===== config.mk =====
export PLATFORM = sky130hd
export DESIGN_NAME = multi_channel_threshold_counter_flat
export DESIGN_NICKNAME = d
export VERILOG_FILES = /design/src/rtl/multi_channel_threshold_counter_if.sv /design/src/rtl/multi_channel_threshold_counter.sv /design/src/flat_wrapper.sv
export SDC_FILE = /design/constraint.sdc
export NUM_CORES = 1
export LEC_CHECK = 0
export ABC_AREA = 1
export CAP_MARGIN = 20
export CORE_AREA = 2 2 39 41
export CTS_BUF_LIST = sky130_fd_sc_hd__clkbuf_8
export DETAILED_ROUTE_END_ITERATION = 8
export DIE_AREA = 0 0 41 43
export HOLD_SLACK_MARGIN = 0.02
export SLEW_MARGIN = 20
export SYNTH_ARGS = -nofsm -noshare
export SYNTH_HDL_FRONTEND = slang
export SYNTH_HIERARCHICAL = 1
export SYNTH_SLANG_ARGS = --single-unit

===== constraint.sdc =====
create_clock -name clock_i -period 1.6 [get_ports clock_i]
set_input_delay 0.32 -clock clock_i [delete_from_list [all_inputs] [get_ports clock_i]]
set_output_delay 0.32 -clock clock_i [all_outputs]
set_load 0.02 [all_outputs]

===== src/rtl/multi_channel_threshold_counter_if.sv =====
// Control/status bundle for the multi-channel threshold counter.
// master drives the per-channel controls; slave (the counter) returns status.
interface multi_channel_threshold_counter_if #(
   parameter int CHANNELS = 1,
   parameter int WIDTH    = 3
);
   logic [CHANNELS-1:0]       enable;
   logic [CHANNELS-1:0]       recycle;
   logic [CHANNELS-1:0]       load;
   logic [CHANNELS*WIDTH-1:0] load_value;
   logic [CHANNELS*WIDTH-1:0] count;
   logic [CHANNELS-1:0]       reached;
   logic [CHANNELS-1:0]       hit_pulse;
   logic [CHANNELS-1:0]       wrap_pulse;
   logic [CHANNELS-1:0]       at_max;

   modport master (
      output enable, recycle, load, load_value,
      input  count, reached, hit_pulse, wrap_pulse, at_max
   );

   modport slave (
      input  enable, recycle, load, load_value,
      output count, reached, hit_pulse, wrap_pulse, at_max
   );
endinterface


===== src/rtl/multi_channel_threshold_counter.sv =====
// Independent per-channel up-counters with sticky threshold flag, saturate or
// wrap at MAX_COUNT, parallel load (clamped) and count enable.

// One counter channel; priority clear > load > enable.
module multi_channel_threshold_counter_lane #(
   parameter int WIDTH     = 3,
   parameter int THRESHOLD = 4,
   parameter int MAX_COUNT = 7
) (
   input  logic             clock_i,
   input  logic             clear_n_i,
   input  logic             enable_i,
   input  logic             recycle_i,
   input  logic             load_i,
   input  logic [WIDTH-1:0] load_value_i,
   output logic [WIDTH-1:0] count_o,
   output logic             reached_o,
   output logic             hit_pulse_o,
   output logic             wrap_pulse_o,
   output logic             at_max_o
);
   localparam logic [WIDTH-1:0] MAX_C = WIDTH'(MAX_COUNT);
   localparam logic [WIDTH-1:0] THR_C = WIDTH'(THRESHOLD);

   logic [WIDTH-1:0] count_q, count_d;
   logic             reached_q, reached_d;
   logic             hit_q, hit_d;
   logic             wrap_q, wrap_d;
   logic             at_max_q, at_max_d;

   // Next-state: pulses default low so they never stretch past their event.
   always_comb begin
      count_d   = count_q;
      reached_d = reached_q;
      hit_d     = 1'b0;
      wrap_d    = 1'b0;
      if (load_i) begin
         count_d   = (load_value_i > MAX_C) ? MAX_C : load_value_i;
         reached_d = (count_d >= THR_C);
      end else if (enable_i) begin
         if (count_q < MAX_C) begin
            count_d = count_q + WIDTH'(1);
            if (count_d == THR_C) begin
               hit_d     = 1'b1;
               reached_d = 1'b1;
            end
         end else if (recycle_i) begin
            count_d   = '0;
            reached_d = 1'b0;
            wrap_d    = 1'b1;
         end
      end
      at_max_d = (count_d == MAX_C);
   end

   // State register with synchronous active-low clear.
   always_ff @(posedge clock_i) begin
      if (!clear_n_i) begin
         count_q   <= '0;
         reached_q <= 1'b0;
         hit_q     <= 1'b0;
         wrap_q    <= 1'b0;
         at_max_q  <= 1'b0;
      end else begin
         count_q   <= count_d;
         reached_q <= reached_d;
         hit_q     <= hit_d;
         wrap_q    <= wrap_d;
         at_max_q  <= at_max_d;
      end
   end

   assign count_o      = count_q;
   assign reached_o    = reached_q;
   assign hit_pulse_o  = hit_q;
   assign wrap_pulse_o = wrap_q;
   assign at_max_o     = at_max_q;
endmodule

module multi_channel_threshold_counter #(
   parameter int CHANNELS  = 1,
   parameter int WIDTH     = 3,
   parameter int THRESHOLD = 4,
   parameter int MAX_COUNT = 7
) (
   input  logic                             clock_i,
   input  logic                             clear_n_i,
   multi_channel_threshold_counter_if.slave bus
);
   logic [CHANNELS-1:0][WIDTH-1:0] cnt;
   logic [CHANNELS-1:0]            reached, hit, wrap, at_max;

   // One independent lane per channel; no shared state between lanes.
   for (genvar i = 0; i < CHANNELS; i++) begin : g_lane
      multi_channel_threshold_counter_lane #(
         .WIDTH(WIDTH), .THRESHOLD(THRESHOLD), .MAX_COUNT(MAX_COUNT)
      ) u_lane (
         .clock_i      (clock_i),
         .clear_n_i    (clear_n_i),
         .enable_i     (bus.enable[i]),
         .recycle_i    (bus.recycle[i]),
         .load_i       (bus.load[i]),
         .load_value_i (bus.load_value[i*WIDTH +: WIDTH]),
         .count_o      (cnt[i]),
         .reached_o    (reached[i]),
         .hit_pulse_o  (hit[i]),
         .wrap_pulse_o (wrap[i]),
         .at_max_o     (at_max[i])
      );
   end

   assign bus.count      = cnt;
   assign bus.reached    = reached;
   assign bus.hit_pulse  = hit;
   assign bus.wrap_pulse = wrap;
   assign bus.at_max     = at_max;
endmodule


===== src/flat_wrapper.sv =====
// flat-port wrapper written by rule: the top's interface ports become plain ports
module multi_channel_threshold_counter_flat 
#(
   parameter int CHANNELS  = 1,
   parameter int WIDTH     = 3,
   parameter int THRESHOLD = 4,
   parameter int MAX_COUNT = 7
)
  (clock_i, clear_n_i, bus_enable, bus_recycle, bus_load, bus_load_value, bus_count, bus_reached, bus_hit_pulse, bus_wrap_pulse, bus_at_max);
  multi_channel_threshold_counter_if #(.CHANNELS(CHANNELS), .WIDTH(WIDTH)) bus_i ();
  input  logic clock_i;
  input  logic clear_n_i;
  input wire logic [$bits(bus_i.enable)-1:0] bus_enable;
  input wire logic [$bits(bus_i.recycle)-1:0] bus_recycle;
  input wire logic [$bits(bus_i.load)-1:0] bus_load;
  input wire logic [$bits(bus_i.load_value)-1:0] bus_load_value;
  output wire logic [$bits(bus_i.count)-1:0] bus_count;
  output wire logic [$bits(bus_i.reached)-1:0] bus_reached;
  output wire logic [$bits(bus_i.hit_pulse)-1:0] bus_hit_pulse;
  output wire logic [$bits(bus_i.wrap_pulse)-1:0] bus_wrap_pulse;
  output wire logic [$bits(bus_i.at_max)-1:0] bus_at_max;
  assign bus_i.enable = bus_enable;
  assign bus_i.recycle = bus_recycle;
  assign bus_i.load = bus_load;
  assign bus_i.load_value = bus_load_value;
  assign bus_count = bus_i.count;
  assign bus_reached = bus_i.reached;
  assign bus_hit_pulse = bus_i.hit_pulse;
  assign bus_wrap_pulse = bus_i.wrap_pulse;
  assign bus_at_max = bus_i.at_max;
  multi_channel_threshold_counter #(.CHANNELS(CHANNELS), .WIDTH(WIDTH), .THRESHOLD(THRESHOLD), .MAX_COUNT(MAX_COUNT)) u_core (.clock_i(clock_i), .clear_n_i(clear_n_i), .bus(bus_i));
endmodule

Word-level counts from Yosys, hierarchy flattened
Cells that the tools add are included.

storage, ports and cells
  memory bits (writable) = 0
  memories kept = 0
  logic and storage cells = 32
  output and inout bits = 7
  bits in read-only memories = 0
  flip-flop bits (word level) = 7
  latch bits = 0

cells by class
  reductions and logical operators = 5
  bitwise logic cells = 3
  muxes and demuxes = 12
  shifts and indexed selects = 0
  divide/modulo/power cells = 0
  magnitude comparators = 3
  eq/ne operators = 3
  multipliers = 0
  add/sub/neg operators = 1

operator list
  kind                                                                      number
  3-bit two-way mux                                                         5
  4-bit OR reduction                                                        2
  1-bit two-way mux                                                         7
  3-bit equality test (second input constant)                               2
  3-bit by 1-bit adder with 3-bit output (second input constant)            1
  3-bit greater-or-equal comparator (second input constant)                 1
  3-bit > comparator (second input constant)                                1
  3-bit less-than comparator (second input constant)                        1
  3-bit by 2-bit inequality test with 1-bit output (second input constant)  1
  1-bit NOT                                                                 3
  3-bit AND reduction                                                       1
  3-bit nonzero test                                                        1
  2-bit nonzero test                                                        1

Logic depth before layout (Yosys ltp)
  word-level depth = 6
  depth in mapped cells = 9
  depth with buffers taken out = 9

Worst setup path after synthesis
No wires, ideal clock.

  kind = reg-to-reg
  start = register u_core.g_lane[0].u_lane.count_q[0]
  end = register u_core.g_lane[0].u_lane.reached_q
  required time = 1486 ps
  stages on the path, launching flop included = 9
  library setup time = 114 ps
  period minus slack after synthesis = 1302 ps
  slack = 298 ps
  arrival = 1188 ps
  cell sequence = dfxtp_1 > ha_1 > inv_1 > nand2_1 > nand3_1 > nand2_1 > nand2_1 > nand2_1 > a21oi_2

on the way
  longest elaborated chain between the ends = 4
  elaborated cells between the ends (all ways) = 9
  those cells by class = 1 x add/sub; 1 x order compare; 2 x eq/ne; 3 x mux; 2 x reduce/logical

RTL lines
  what                                                                                             RTL line                                                                      RTL
  from (decl)                                                                                      multi_channel_threshold_counter.sv:25                                         logic [WIDTH-1:0] count_q, count_d;
  from (signal assigned)                                                                           multi_channel_threshold_counter.sv:65                                         count_q <= count_d;
  3-bit by 1-bit adder with 3-bit output or 3-bit less-than comparator (tied branches)             multi_channel_threshold_counter.sv:42, multi_channel_threshold_counter.sv:41
  3-bit equality test or 1-bit two-way mux (tied branches)                                         multi_channel_threshold_counter.sv:43, multi_channel_threshold_counter.sv:41
  3-bit by 2-bit inequality test with 1-bit output (no line) or 1-bit two-way mux (tied branches)  n/a
  3-bit AND reduction (no line) or 1-bit two-way mux (tied branches)                               n/a
  to (signal assigned)                                                                             multi_channel_threshold_counter.sv:66                                         reached_q <= reached_d;
  to (decl)                                                                                        multi_channel_threshold_counter.sv:26                                         logic reached_q, reached_d;

Several ways; a longest one is shown, not always the timed one. The select of a mux whose other input is x is not followed.
A chain may end at the register's enable or synchronous reset.

Worst setup path after layout
  start = register u_core.g_lane[0].u_lane.count_q[1]
  end = output bus_count[1]

RTL lines
  what       RTL line            RTL
  to (decl)  flat_wrapper.sv:17  output wire logic [$bits(bus_i.count)-1:0] bus_count;

No word-level cell between the ends.

==> impl_metrics.tcl <==
set metrics [dict create \
    initial_utilization_pct 30.56 \
    ant_nets 0 \
    antenna_found_initial 0 \
    status "completed" \
    synth_fp_nets 74 \
    hold_viol_final 0 \
    final_net_count 96 \
    power_leakage_nw 0.3242 \
    synth_area_leader_cell "dfxtp_1" \
    path_max_fanout 2 \
    path_class "register to primary output" \
    critPathArrivalTime_ps 1150 \
    dp_cells 97 \
    routed_via_density 4.475 \
    syn_to_final_growth_pct 53.55 \
    cp_top_family "buffers and inverters" \
    drv_cap 0 \
    critPathBufInv 1 \
    hpwl_um 765.2 \
    synth_seq_area_share_pct 33.14 \
    grt_pass1_wl_mm 1.607 \
    post_cts_buffers 0 \
    synth_top_area_share_pct 33.14 \
    synth_cell_types 13 \
    ctsHoldBuffers 0 \
    worst_clock_skew_ps 0.9843 \
    crit_start "u_core/g_lane[0].u_lane/count_o[1]" \
    dieHeight_um 43 \
    rsz0062_at_grt "no" \
    report.final.slew_viol_count 0 \
    cts_tree "built" \
    synthTopCellsByArea "dfxtp_1 33%, nand2_1 19%, nand3_1 7.1%, inv_1 7.1%, nor2_1 6.2%" \
    drt-total-wl_um 920 \
    avgSynthCellArea_sq_um 6.608 \
    worstPathRequired_ps 1280 \
    crit_path_start_kind "register" \
    setup_viol 0 \
    min-delay-start "u_core/g_lane[0].u_lane/reached_o" \
    overflow 0 \
    hold_path_depth 4 \
    final_cell_mix "21 x nand2_1, 13 x clkdlybuf4s50_1, 9 x inv_1" \
    r2r_start "u_core/g_lane[0].u_lane/count_o[1]" \
    pin_count 15 \
    syn_inst 64 \
    total_power_uw 550.0 \
    grt_pass1_vias 405 \
    vias 452 \
    die_area_sq_mm 0.001763 \
    ctsHtreeMaxLevel 1 \
    track_usage_pct 13.94 \
    cpPeakStageDelay_ps 600 \
    drt-initial-drc-count 7 \
    wl_per_cell_um 9.109 \
    reg2reg_depth 9 \
    coreArea_sq_mm 0.001384 \
    drc_errors 0 \
    fmaxAchievable_ghz 0.6786 \
    design_area_sq_um 649.4 \
    finalWeightedCongestion 0.8021 \
    finalNonFillerCells 101 \
    timing.setup.tns_ps 0 \
    grt_max_degree 8 \
    cts_buffers 3 \
    min_period_over_period_pct 92.10 \
    slowest_stage "clkdlybuf4s50_1" \
    period_needed_ps 1474 \
    ir_drop_v 0.0005982 \
    relSlewSlack_pct 81.32 \
    drtPass1Iterations 4 \
    worst_pin_slew_ps 279.4 \
    clkTransAtPathRegs_ps 40 \
    root_buffer "clkbuf_8" \
    rows 14 \
    final_common_cell "nand2_1" \
    clock_sinks 7 \
    ys_ff_latch 7 \
    hp-class "register to register" \
    power.density_mw_per_mm2 846.9 \
    portBuffers 14 \
    cts_buffer_depth 2 \
    crit_chain "clkdlybuf4s50_1" \
    fin_hold_ws_ps 542.7 \
    clk_latency_ps 230 \
    die_w_um 41 \
    placed_area_sq_um 605.6 \
    antenna_cells 0 \
    yosysWarnings 6 \
    end_kind "primary output" \
    syn_area_sq_um 422.9 \
    drive_gt1_share_pct 15.29 \
    crit_cells 1 \
]
-- cells by family (layout without fill, tap and decap cells) --
logic type / count (synthesis) / in the layout / synth area share, %
AOI/OAI and AO/OA: 4 / 4 / 5.621
and+or+nand+nor: 41 / 41 / 46.45
adders and majority gates: 2 / 2 / 5.916
buffers and inverters: 10 / 31 / 8.877
DFF: 7 / 7 / 33.14
-- layer usage --
metal,global-route usage [%],share of wire (%),up-vias
met5,0,0,-
met1,17.31,45,193
met3,4.712,4.9,2
li1,-,-,245
met2,19.06,47,12
met4,10.00,2.6,0
-- power by group --
part           internal (mW)  total, mW  leakage [nW]  switching (mW)
clock network          0.166      0.247        0.0269          0.0813
logic                 0.0540      0.113         0.240          0.0593
registers              0.184      0.189        0.0574         0.00556
-- per-stage QoR --
step	worst slack (ps)	utilization (%)
2_1_floorplan	297.7	-
3_3_place_gp	87.75	43.76
3_5_place_dp	84.69	43.76
4_1_cts	109.2	46.93
5_1_grt	86.34	46.93
6_report	126.3	46.93
-- Yosys cell counts --
master,n
nor2_1,7
nor3_1,2
dfxtp_1,7
nand3_1,6
inv_1,8
nand4_2,2
a21oi_1,3
ha_1,2
a21oi_2,1
nand2_1,21
or2_0,1
nand3_2,2
inv_2,2
-- registers in the layout (all words and copies together) (netlist names) --
register	count
u_core/g_lane.u_lane/at_max_o	1
u_core/g_lane.u_lane/count_o	3
u_core/g_lane.u_lane/hit_pulse_o	1
u_core/g_lane.u_lane/reached_o	1
u_core/g_lane.u_lane/wrap_pulse_o	1
-- layout make-up --
type	instances	area, sq um
Timing Repair Buffer	17	161.4
Tap cell	16	20.02
Clock buffer	3	41.29
Clock inverter	1	3.754
Inverter	10	37.54
Sequential cell	7	140.1
Fill cell	150	734.5
Multi-Input combinational cell	47	245.2
-- path summary, 6_finish.rpt --
path / end / slack [ps]
worst max-delay path: bus_count[1] / 130
worst min-delay path: u_core/g_lane[0].u_lane/reached_o / 540
worst max register to register: u_core/g_lane[0].u_lane/reached_o / 350
worst min register to register: u_core/g_lane[0].u_lane/reached_o / 540
-- repair_timing --
item	CTS	global route
endpoints found under the hold margin	0	0
resized for setup	1	0
endpoints found under the setup margin	1	0
No activity file was read; power rests on OpenSTA's default activity.
